$ cat src/rtl/serial_pkg.sv
// Shared definitions for the serial datapath (sipo and piso).
package serial_pkg;

  localparam int unsigned DEFAULT_DATA_BITS = 8;

  // Value presented on an empty or freshly reset word port.
  localparam logic [DEFAULT_DATA_BITS-1:0] EMPTY_WORD = '0;

  typedef enum logic {
    SLOT_EMPTY = 1'b0,
    SLOT_FULL  = 1'b1
  } slot_state_t;

  // Width of a bit counter spanning 0..bits-1; never narrower than one bit.
  function automatic int unsigned count_width(input int unsigned bits);
    return (bits > 1) ? $clog2(bits) : 1;
  endfunction

endpackage

$ cat src/rtl/sipo_if.sv
// Serial bit stream in, parallel word stream out, both valid/ready.
interface sipo_if #(
  parameter int unsigned DATA_BITS = 8
);
  logic                 input_valid;
  logic                 input_bit;
  logic                 input_ready;
  logic                 output_valid;
  logic [DATA_BITS-1:0] output_data;
  logic                 output_ready;

  // Environment side: drives the serial bits and the word consumer's ready.
  modport master (
    output input_valid, input_bit, output_ready,
    input  input_ready, output_valid, output_data
  );

  // Deserializer side.
  modport slave (
    input  input_valid, input_bit, output_ready,
    output input_ready, output_valid, output_data
  );
endinterface

$ cat src/rtl/sipo_hold_slot.sv
// Single-entry valid/ready holding register for completed words.
module hold_slot
  import serial_pkg::*;
#(
  parameter int unsigned DATA_BITS = DEFAULT_DATA_BITS
) (
  input  logic                 clk,
  input  logic                 rst,
  input  logic                 load,
  input  logic [DATA_BITS-1:0] load_data,
  input  logic                 output_ready,
  output logic                 output_valid,
  output logic [DATA_BITS-1:0] output_data,
  output logic                 full
);

  slot_state_t state, state_next;

  // Slot occupancy register.
  always_ff @(posedge clk or negedge rst) begin
    if (!rst) state <= SLOT_EMPTY;
    else      state <= state_next;
  end

  // Next occupancy: fill on load, empty on a word transfer.
  always_comb begin
    state_next = state;
    case (state)
      SLOT_EMPTY: if (load)         state_next = SLOT_FULL;
      SLOT_FULL:  if (output_ready) state_next = SLOT_EMPTY;
      default:                      state_next = SLOT_EMPTY;
    endcase
  end

  // Word register; only written on load so it stays stable while waiting.
  always_ff @(posedge clk or negedge rst) begin
    if (!rst)      output_data <= '0;
    else if (load) output_data <= load_data;
  end

  assign full         = (state == SLOT_FULL);
  assign output_valid = full;

endmodule

$ cat src/rtl/sipo.sv
// Serial-in parallel-out deserializer, LSB first, with one-word holding slot.
module sipo
  import serial_pkg::*;
#(
  parameter int unsigned DATA_BITS = DEFAULT_DATA_BITS
) (
  input logic   clk,
  input logic   rst,
  sipo_if.slave bus
);

  localparam int unsigned CW = count_width(DATA_BITS);
  localparam logic [CW-1:0] LAST = CW'(DATA_BITS - 1);

  logic [DATA_BITS-1:0] shift;
  logic [CW-1:0]        count;
  logic                 full;
  logic                 at_last;
  logic                 accept;
  logic                 complete;

  assign at_last         = (count == LAST);
  assign bus.input_ready = !(at_last && full);
  assign accept          = bus.input_valid && bus.input_ready;
  assign complete        = accept && at_last;

  // Shift in accepted bits and track position within the word.
  always_ff @(posedge clk or negedge rst) begin
    if (!rst) begin
      shift <= '0;
      count <= '0;
    end else if (accept) begin
      shift <= {bus.input_bit, shift[DATA_BITS-1:1]};
      count <= at_last ? '0 : count + CW'(1);
    end
  end

  hold_slot #(.DATA_BITS(DATA_BITS)) u_hold (
    .clk          (clk),
    .rst          (rst),
    .load         (complete),
    .load_data    ({bus.input_bit, shift[DATA_BITS-1:1]}),
    .output_ready (bus.output_ready),
    .output_valid (bus.output_valid),
    .output_data  (bus.output_data),
    .full         (full)
  );

endmodule

$ cat src/flat_wrapper.sv
// flat-port wrapper written by rule: the top's interface ports become plain ports
module sipo_flat import serial_pkg::*;
#(
  parameter int unsigned DATA_BITS = DEFAULT_DATA_BITS
)
  (clk, rst, bus_input_valid, bus_input_bit, bus_output_ready, bus_input_ready, bus_output_valid, bus_output_data);
  sipo_if #(.DATA_BITS(DATA_BITS)) bus_i ();
  input logic clk;
  input logic rst;
  input wire logic [$bits(bus_i.input_valid)-1:0] bus_input_valid;
  input wire logic [$bits(bus_i.input_bit)-1:0] bus_input_bit;
  input wire logic [$bits(bus_i.output_ready)-1:0] bus_output_ready;
  output wire logic [$bits(bus_i.input_ready)-1:0] bus_input_ready;
  output wire logic [$bits(bus_i.output_valid)-1:0] bus_output_valid;
  output wire logic [$bits(bus_i.output_data)-1:0] bus_output_data;
  assign bus_i.input_valid = bus_input_valid;
  assign bus_i.input_bit = bus_input_bit;
  assign bus_i.output_ready = bus_output_ready;
  assign bus_input_ready = bus_i.input_ready;
  assign bus_output_valid = bus_i.output_valid;
  assign bus_output_data = bus_i.output_data;
  sipo #(.DATA_BITS(DATA_BITS)) u_core (.clk(clk), .rst(rst), .bus(bus_i));
endmodule
$ cat config.mk
export PLATFORM = sky130hd
export DESIGN_NAME = sipo_flat
export DESIGN_NICKNAME = d
export VERILOG_FILES = /design/src/rtl/serial_pkg.sv /design/src/rtl/sipo_if.sv /design/src/rtl/sipo_hold_slot.sv /design/src/rtl/sipo.sv /design/src/flat_wrapper.sv
export SDC_FILE = /design/constraint.sdc
export NUM_CORES = 1
export LEC_CHECK = 0
export BUFFER_PORTS_ARGS = -buffer_cell sky130_fd_sc_hd__buf_2
export CORE_MARGIN = 8
export CORE_UTILIZATION = 45
export CTS_CLUSTER_SIZE = 24
export DETAILED_ROUTE_END_ITERATION = 8
export PLACE_DENSITY = 0.72
export SLEW_MARGIN = 20
export SYNTH_ARGS = -nofsm -noshare
export SYNTH_HDL_FRONTEND = slang
export SYNTH_HIERARCHICAL = 1
export SYNTH_SLANG_ARGS = --single-unit
$ cat constraint.sdc
create_clock -name clk -period 3.1 [get_ports clk]
set_input_delay 0 -clock clk [delete_from_list [all_inputs] [get_ports clk]]
set_output_delay 0 -clock clk [all_outputs]
set_load 0.03 [all_outputs]
==> results of run 1 <==
==> logic make-up after synthesis <==
logic type | after synthesis | share of synthesized area [%]
adder cells (fa/ha/maj) | 2 | 3.100
AND/OR/NAND/NOR | 3 | 2.636
flip-flops | 19 | 58.92
AO/OA/AOI/OAI | 2 | 3.102
buffers and inverters | 5 | 3.721
multiplexers | 18 | 28.53
==> layout make-up <==
class	instances	area, um2
fill	140	762.0
sequential	19	475.5
multi-input combinational	25	301.5
timing repair buffer	17	100.1
tap	25	31.28
clock buffer	4	26.28
inverter	3	11.26
==> worst register-to-register path, stage by stage, from the launching register on <==
cell and delay [ns]:
dfrtp_1 0.41, ha_1 0.21, ha_1 0.24, a21boi_4 0.31
mux2_2 0.38
==> synth_stat cells (all sizes together) <==
cell	instances
a21boi	1
and3b	1
buf	2
dfrtp	19
ha	2
inv	3
mux2	16
mux2i	2
nand2	1
o22ai	1
or2b	1
==> worst max-delay path by stage <==
stage / end / slack [ns]
after detailed placement: u_core/shift[4]$_DFFE_PN0P_ / 1.45
after global routing: u_core/shift[4]$_DFFE_PN0P_ / 1.35
final: u_core/shift[4]$_DFFE_PN0P_ / 1.44
after floorplan: u_core/u_hold/output_data[0]$_DFFE_PN0P_ / 1.53
after global placement: u_core/shift[5]$_DFFE_PN0P_ / 1.49
after CTS: u_core/shift[4]$_DFFE_PN0P_ / 1.44
==> metrics by stage <==
stage / instances / worst slack (ns) / area (um2)
floorplan: 49 / 1.534 / 807.0
global placement: 86 / 1.485 / 889.6
detailed placement: 86 / 1.454 / 889.6
CTS: 93 / 1.436 / 945.9
global route: 93 / 1.351 / 945.9
finish: 93 / 1.438 / 945.9
==> metal layers <==
metal  global-route usage, %  routed length [um]
met3                   2.609                  57
met1                   10.20                 630
met2                   12.28                 510
met5                       0                   0
met4                   5.245                  13
==> state kept, by name, indices dropped and copies added, names as in the netlist <==
register	count
u_core/shift	7
u_core/u_hold/full	1
u_core/u_hold/output_data	8
u_core/count	3
==> where the power goes <==
part	switching [mW]	total, mW	leakage (nW)	internal [mW]
clock	0.0684	0.118	0.0150	0.0499
sequential	0.0595	0.406	0.229	0.347
combinational	0.190	0.358	0.213	0.167
total	0.318	0.882	0.457	0.564
==> timing repair <==
item	in CTS	in global routing
endpoints found under the setup margin	0	0
hold buffers	3	0
endpoints found under the hold margin	22	0
resized for setup	0	0
==> summary.md, run 1 <==
| Metric | Value |
|---|---|
| Num ports | `15` |
| Gp weighted congestion | `around 0.65` |
| Yosys top cell area share | `between 50% and 60%` |
| Critical path's slowest cell | `dfrtp_1` |
| Worst-Margin Slew | `0.4047 ns` |
| Die Y | `58.35 um` |
| Yosys warns | `6` |
| Share of cells above drive strength 1 | `between 50 and 60%` |
| Initial antenna violation count | `0` |
| Sequential fraction of the synthesis area | `58.91%` |
| Worst Setup SP | `u_core/count[0]$_DFFE_PN0P_` |
| Total power | `just under 900 uW` |
| CP most frequent cell | `ha_1` |
| RSZ-0062 raised after global routing | `false` |
| Core area | `between 1500 and 2000 um2` |
| Beginning of the worst hold path | `bus_input_valid` |
| Outcome | `finished, final reports clean` |
| Ant diodes | `0` |
| R2r setup slk | `1.44 ns` |
| Total clock sinks | `19` |
| PortBufs | `14` |
| Worst Path Required | `approximately 3.3 ns` |
| Area contributors post-synth | `dfrtp_1 59%, mux2_4 15%, mux2_2 11%` |
| Clock root buffer | `clkbuf_4` |
| Critical path buffer and inverter count | `0` |
| Die W | `approximately 58 um` |
| Leading area contributor after synthesis | `dfrtp_1` |
| Slew Viols, Final | `0` |
| Arr. time, crit path | `roughly 1.8 ns` |
| Cell variety after synth | `13` |
| Worst setup path category | `reg -> reg` |
| Fmax | `between 600 and 700 MHz` |
| Vias in the first global route | `~480` |
| DR iter-0 viols | `3` |
| Seq cells post-synth | `19` |
| Cell Chain, Critical Path | `ha_1 > ha_1 > a21boi_4 > mux2_2` |
| Maximum root-to-sink buffer count | `2` |
| Pin count of the biggest net entering global routing | `20` |
| Worst clock skew | `approximately 0.0068 ns` |
| Nets | `between 70 and 80` |
| CTS tree | `yes` |
| First-pass GRT wire length | `around 2.2 mm` |
| Syn avg cell area | `around 16 um2` |
| Clock latency on the worst-skew pair | `roughly 0.28 ns` |
| Leak Pwr | `between 0.4 and 0.5 nW` |
| Post-route core utilization | `55.38%` |
| Max VDD drop | `between 0.0005 and 0.0006 V` |
| H-tree depth | `1` |
| TritonCTS Buffers | `3` |
| Largest stage delay on the critical path | `a little over 0.4 ns` |
| Die area | `about 3400 um2` |
| Worst Setup End Kind | `register` |
| P per Cell Area | `between 900 and 1000 nW/um2` |
| Slew Limit Headroom | `73.02%` |
| Endpoint of the worst hold-timing path | `u_core/count[0]$_DFFE_PN0P_` |
| Detailed Place HPWL | `858.9 um` |
| Worst-path clk slew | `~0.10 ns` |
| Initial cell density of the core | `between 40% and 50%` |
| Drt drc | `0` |
| Commonest non-fill, non-tap cells in the layout | `19 x dfrtp_1, 14 x buf_2, 8 x mux2_2, 8 x mux2_4` |
| Hold_ws | `between 0.09 and 0.1 ns` |
| Area Overhead vs Synth | `17.21%` |
| Commonest non-fill, non-tap cell in the layout | `dfrtp_1` |
| CP Launch Type | `register` |
| Mapped Cells | `just under 50` |
| Cell area after synthesis | `807.0 um2` |
| Routed wire length | `approximately 1.2 mm` |
| Global-route usage over all layers | `roughly 8.3%` |
| HP Class | `in -> reg` |
| DRT antenna net count | `0` |
| Final period utilization | `between 50% and 60%` |
| Crit Path Max Fanout | `10` |
| First-pass DRT Iterations | `2` |
| # rows | `15` |
| CP top delay family | `adder cells` |
| RR Endpoint | `u_core/shift[4]$_DFFE_PN0P_` |
| Post-CTS setup buffers | `0` |
| Final setup viols | `0` |
| R2R cell count | `4` |
| DR vias/cell | `around 4.5` |
| Max cap viols | `0` |
| Post-layout min period | `around 1.7 ns` |
| Worst path depth | `4` |
| Grt total ovfl | `0` |
| Mapped Nets | `56` |
| Routed wire per std cell | `13.02 um` |
| Setup TNS | `0 ns` |
| Via Count | `419` |
| Hold-critical path depth | `3` |
| Final Hold Fails | `0` |
| R2R Path Start | `u_core/count[0]$_DFFE_PN0P_` |
(Power assumes the default switching activity.)
==> inputs of run 2 (changes only) <==
--- a/config.mk
+++ b/config.mk
@@ -10,7 +10,7 @@
 export CORE_UTILIZATION = 45
 export CTS_CLUSTER_SIZE = 24
 export DETAILED_ROUTE_END_ITERATION = 8
-export PLACE_DENSITY = 0.72
+export PLACE_DENSITY = 0.74
 export SLEW_MARGIN = 20
 export SYNTH_ARGS = -nofsm -noshare
 export SYNTH_HDL_FRONTEND = slang
==> constraint.sdc (replaced) <==
create_clock -name clk -period 1.5 [get_ports clk]
set_input_delay 0 -clock clk [delete_from_list [all_inputs] [get_ports clk]]
set_output_delay 0 -clock clk [all_outputs]
set_load 0.03 [all_outputs]
==> run 2 against run 1 <==
- flip-flop and latch count unchanged
- combinational power increased by 120%
- non-clock buffer count increased by 3
- clock skew decreased by 0.0052 ns
- worst hold slack improved by 0.0070 ns
- power increased by 110%
==> summary.md, run 2 (same netlist as run 1, synthesis figures left out) <==
| Metric | Value |
|---|---|
| CTS tree | `yes` |
| Crit Path Max Fanout | `10` |
| Commonest non-fill, non-tap cells in the layout | `19 x dfrtp_1, 14 x buf_2, 8 x mux2_2, 8 x mux2_4` |
| P per Cell Area | `1884 nW/um2` |
| Most flops, register | `u_core/u_hold/output_data` |
| Total power | `1.883 mW` |
| Arr. time, crit path | `~1.7 ns` |
| H-tree depth | `1` |
| Ant diodes | `0` |
| DR vias/cell | `4.656` |
| Total clock sinks | `19` |
| RSZ-0062 raised after global routing | `true` |
| Via Count | `between 400 and 500` |
| Grt total ovfl | `0` |
| Pin count of the biggest net entering global routing | `20` |
| Drt drc | `0` |
| First-pass GRT wire length | `2.228 mm` |
| Max cap viols | `0` |
| Clock latency on the worst-skew pair | `0.28 ns` |
| HP Class | `in -> reg` |
| Max VDD drop | `0.0009481 V` |
| Worst setup path category | `reg -> reg` |
| PortBufs | `14` |
| Post-layout min period | `roughly 1.5 ns` |
| Placed cell areas | `about 930 um2` |
| Core area | `~1700 um2` |
| Die area | `3405 um2` |
| TritonCTS Buffers | `3` |
| # rows | `15` |
| Global-route usage over all layers | `approximately 8.4%` |
| Worst Setup End Kind | `register` |
| Fmax | `around 670 MHz` |
| Maximum root-to-sink buffer count | `2` |
| Max reg flops | `8` |
| Slew Viols, Final | `0` |
| Vias in the first global route | `a little over 500` |
| Grt met3 use | `under 10%` |
| DRT antenna net count | `0` |
| Clock root buffer | `clkbuf_4` |
| Gp weighted congestion | `~0.66` |
| Final Hold Fails | `0` |
| Area Overhead vs Synth | `23.88%` |
| Share of cells above drive strength 1 | `between 50% and 60%` |
| Nets | `between 70 and 80` |
| Worst Path Required | `around 1.7 ns` |
| Worst-Margin Slew | `approximately 0.41 ns` |
| Initial antenna violation count | `0` |
| Die W | `between 50 and 60 um` |
| Num ports | `15` |
| Routed wire length | `about 1.3 mm` |
| Largest regs | `u_core/u_hold/output_data (8), u_core/shift (7), u_core/count (3)` |
| Leak Pwr | `approximately 0.47 nW` |
| CP Launch Type | `register` |
| Worst clock skew | `approximately 0.0016 ns` |
| Final setup viols | `0` |
| Critical path's slowest cell | `dfrtp_1` |
| Routed wire per std cell | `13.10 um` |
| Slew Limit Headroom | `72.42%` |
| First-pass DRT Iterations | `3` |
| Design area | `around 1000 um2` |
| Largest stage delay on the critical path | `roughly 0.4 ns` |
| DR iter-0 viols | `1` |
| Cell Chain, Critical Path | `ha_2 > ha_4 > a21boi_4 > buf_12 > mux2_2` |
| Worst-path clk slew | `roughly 0.1 ns` |
| Die Y | `approximately 60 um` |
| Outcome | `finished, final reports clean` |
| Initial cell density of the core | `between 40% and 50%` |
| Final period utilization | `between 90% and 100%` |
| Met2 usage | `between 10% and 20%` |
| Commonest non-fill, non-tap cell in the layout | `dfrtp_1` |
| Grt peak-use layer | `met2` |
| Grt met1 use | `about a tenth` |
## run 2: final cells by class
| type | count | area, um2 |
|---|---|---|
| inverters | 3 | 11.26 |
| fillers | 148 | 708.2 |
| clock inverters | 1 | 5.005 |
| multi-input cells | 25 | 319.1 |
| repair buffers | 20 | 135.1 |
| clock buffers | 3 | 22.52 |
| flip-flops and latches | 19 | 475.5 |
| well taps | 25 | 31.28 |
## run 2: layer usage
| layer | vias up | part of all wire, % |
|---|---|---|
| met4 | 0 | 0.87 |
| met1 | 225 | 46 |
| met3 | 2 | 5.6 |
| met5 | - | 0 |
| li1 | 212 | - |
| met2 | 8 | 48 |
## run 2: path summary, 6_finish.rpt
kind	startpoint	end	slack, ns	cells after the start
min reg2reg	u_core/shift[1]$_DFFE_PN0P_	u_core/u_hold/output_data[0]$_DFFE_PN0P_	0.51	1
max	u_core/count[0]$_DFFE_PN0P_	u_core/shift[7]$_DFFE_PN0P_	0.005	5
max in group asynchronous	rst	u_core/count[1]$_DFFE_PN0P_	1.05	2
min	bus_input_valid	u_core/count[0]$_DFFE_PN0P_	0.1	3
max reg2reg	u_core/count[0]$_DFFE_PN0P_	u_core/shift[7]$_DFFE_PN0P_	0.005	5
min in group asynchronous	rst	u_core/u_hold/full$_DFF_PN0_	0.16	2
## run 2: through the flow
stage	hold WS [ns]	setup TNS (ns)	cells	worst slack [ns]	util, %
3_5_place_dp	-0.04174	-0.1559	88	-0.02374	54.58
2_1_floorplan	-0.2956	0	49	0.01045	-
6_report	0.09775	0	96	0.004708	58.53
4_1_cts	0.09733	0	95	0.002445	58.10
3_3_place_gp	-0.04095	-0.001650	88	-0.001298	54.58
5_1_grt	0.1247	-0.3876	96	-0.03772	58.53
## run 2: timing repair
| action | in CTS | in global routing |
|---|---|---|
| hold buffers | 3 | 0 |
| pin swaps | 0 | 1 |
| gates resized for setup | 1 | 0 |
| endpoints found under the setup margin | 8 | 16 |
| hold endpoints to repair | 22 | 0 |
| buffers inserted | 0 | 1 |
## run 2: power breakdown
| part | switching (mW) | internal, mW |
|---|---|---|
| Sequential | 0.133 | 0.716 |
| Combinational | 0.403 | 0.386 |
| Clock | 0.146 | 0.0990 |
| Total | 0.682 | 1.20 |
## run 2: critical path, delay by kind of cell (launching register included)
kind                     cells  cell delay [ns]
buffers and inverters        1             0.14
flip-flops                   1             0.40
adder cells (fa/ha/maj)      2             0.37
multiplexers                 1             0.33
AO/OA/AOI/OAI                1             0.15
==> inputs of run 3 (changes only) <==
--- a/config.mk
+++ b/config.mk
@@ -8,6 +8,7 @@
 export BUFFER_PORTS_ARGS = -buffer_cell sky130_fd_sc_hd__buf_2
 export CORE_MARGIN = 8
 export CORE_UTILIZATION = 45
+export CTS_CLUSTER_DIAMETER = 100
 export CTS_CLUSTER_SIZE = 24
 export DETAILED_ROUTE_END_ITERATION = 8
 export PLACE_DENSITY = 0.74
==> constraint.sdc (replaced) <==
create_clock -name clk -period 1.5 [get_ports clk]
set_input_delay 0.3 -clock clk [delete_from_list [all_inputs] [get_ports clk]]
set_output_delay 0.3 -clock clk [all_outputs]
set_load 0.03 [all_outputs]
==> run 3 against run 2 <==
- the run now ends with setup timing left
- global-route usage hardly changed
- flip-flop and latch count unchanged
- critical path type is now reg -> out
- highest routed layer unchanged
- cell count stayed put
- final area rose by 3.4%
- largest power group is now combinational cells
- maximum frequency shrank 3.1%
==> summary.md, run 3 (same netlist as run 1, synthesis figures left out) <==
| Metric | Value |
|---|---|
| Num ports | `15` |
| Pin count of the biggest net entering global routing | `20` |
| Routed wire length | `1.357 mm` |
| Largest regs | `u_core/u_hold/output_data (8), u_core/shift (7), u_core/count (3)` |
| Global-route usage over all layers | `around 8.5%` |
| R2R cell count | `5` |
| Slew Viols, Final | `0` |
| Post-layout min period | `roughly 1.5 ns` |
| Die Y | `slightly below 60 um` |
| Hold-critical path depth | `2` |
| Clock root buffer | `clkbuf_4` |
| Gp weighted congestion | `0.6564` |
| Grt total ovfl | `0` |
| Dpl cells | `a little under 90` |
| CTS tree | `yes` |
| Clock latency on the worst-skew pair | `slightly below 0.3 ns` |
| First-pass DRT Iterations | `4` |
| Worst Setup Slack, final | `-0.04280 ns` |
| Die W | `about 60 um` |
| Dpl ws | `-0.02374 ns` |
| Maximum root-to-sink buffer count | `2` |
| Worst setup path category | `reg -> out` |
| Slew Limit Headroom | `72.40%` |
| Leak Pwr | `between 0.5 and 0.6 nW` |
| Nets | `a little under 80` |
| PortBufs | `14` |
| Commonest non-fill, non-tap cells in the layout | `19 x dfrtp_1, 16 x mux2_4, 13 x buf_2, 4 x buf_4` |
| DR vias/cell | `roughly 4.7` |
| Flop pwr share | `between 40% and 50%` |
| Worst-Margin Slew | `0.4140 ns` |
| Non-Filler Instances | `96` |
| Max VDD drop | `just under 0.001 V` |
| Drt drc | `0` |
| Initial antenna violation count | `0` |
| Commonest non-fill, non-tap cell in the layout | `dfrtp_1` |
| Number of fill cells | `143` |
| Area Overhead vs Synth | `28.06%` |
| Ant diodes | `0` |
| Outcome | `finished, violations left` |
| Total clock sinks | `19` |
| Failing checks | `setup timing` |
| TritonCTS Buffers | `3` |
| R2R Path Start | `u_core/count[1]$_DFFE_PN0P_` |
| Max cap viols | `0` |
| Worst clock skew | `0.002363 ns` |
| Worst Setup End Kind | `output port` |
| CP Launch Type | `register` |
| First-pass GRT wire length | `2.228 mm` |
| Initial cell density of the core | `47.25%` |
| Fmax | `about 650 MHz` |
| Final Hold Fails | `0` |
| Comb pwr share | `44.3%` |
| H-tree depth | `1` |
| Die area | `approximately 3400 um2` |
| Post-route core utilization | `60.51%` |
| R2r setup slk | `0.01 ns` |
| Max reg flops | `8` |
| DRT antenna net count | `0` |
| RSZ-0062 raised after global routing | `true` |
| Final setup viols | `1` |
| Crit Path Max Fanout | `4` |
| Cell internal pwr | `between 1 and 1.5 mW` |
| Clock share of power | `between 10% and 20%` |
| Vias in the first global route | `slightly above 500` |
| NetSw | `between 700 and 800 uW` |
| Core area | `1708 um2` |
| Most flops, register | `u_core/u_hold/output_data` |
| Switch share | `around 36%` |
| P per Cell Area | `1923 nW/um2` |
| Beginning of the worst hold path | `bus_output_ready` |
| Worst Setup SP | `u_core/count[1]$_DFFE_PN0P_` |
| Routed wire per std cell | `14.14 um` |
| Final period utilization | `102.9%` |
| Via Count | `~450` |
| Worst Path Required | `roughly 1.2 ns` |
| Arr. time, crit path | `between 1 and 1.5 ns` |
| HP Class | `in -> reg` |
| DR iter-0 viols | `2` |
| Worst-path clk slew | `approximately 0.10 ns` |
| # rows | `15` |
| Share of cells above drive strength 1 | `between 60% and 70%` |
[run 3: power by group through the flow]
stage	Combinational, mW	Sequential [mW]	Clock, mW
after global placement	0.767	0.856	0
after CTS	0.804	0.855	0.259
after detailed placement	0.780	0.862	0
final	0.881	0.861	0.246
after global routing	0.957	0.889	0.272
after floorplan	0.382	1.05	0
[run 3: metrics by stage]
step | hold WS, ns | TNS [ns] | power [mW] | instance area, um2
6_report | 0.1860 | -0.04280 | 1.988 | 1033
3_3_place_gp | 0.2591 | -0.001650 | 1.623 | 932.1
4_1_cts | 0.1792 | -0.2967 | 1.918 | 985.9
2_1_floorplan | 0.004409 | 0 | 1.435 | 822.0
3_5_place_dp | 0.2583 | -0.1559 | 1.642 | 932.1
5_1_grt | 0.1840 | -0.6232 | 2.118 | 1033
[run 3: layer usage]
metal	routed length (um)	part of all wire, %	GRT usage (%)
met4	11	0.81	5.245
met5	0	0	0
met2	641	47	12.60
met3	75	5.5	2.609
met1	628	46	10.46
[run 3: critical path, stage by stage, from the launching register on]
cell     delay [ns]
dfrtp_1        0.40
ha_2           0.20
ha_4           0.18
nand2_2        0.06
buf_6          0.12
[run 3: final timing paths]
kind,end
max in group asynchronous,u_core/count[1]$_DFFE_PN0P_
hold reg to reg,u_core/u_hold/output_data[0]$_DFFE_PN0P_
hold / removal,u_core/u_hold/full$_DFF_PN0_
setup reg to reg,u_core/shift[1]$_DFFE_PN0P_
setup / recovery,bus_input_ready
min in group asynchronous,u_core/u_hold/full$_DFF_PN0_
[run 3: final cells by class]
| type | count | area, um2 | area share (%) |
|---|---|---|---|
| Inverter | 3 | 11.26 | 1.090 |
| Timing Repair Buffer | 20 | 136.4 | 13.20 |
| Tap cell | 25 | 31.28 | 3.027 |
| Sequential cell | 19 | 475.5 | 46.00 |
| Clock inverter | 1 | 5.005 | 0.4843 |
| Clock buffer | 3 | 22.52 | 2.179 |
| Multi-Input combinational cell | 25 | 351.6 | 34.02 |
[run 3: what timing repair did]
item                       4_1_cts  5_1_grt
hold buffers                     1        0
hold endpoints to repair        19        0
resized for setup                3        9
setup endpoints to repair        9       17
pin swaps                        1        1
buffers inserted                 1        2
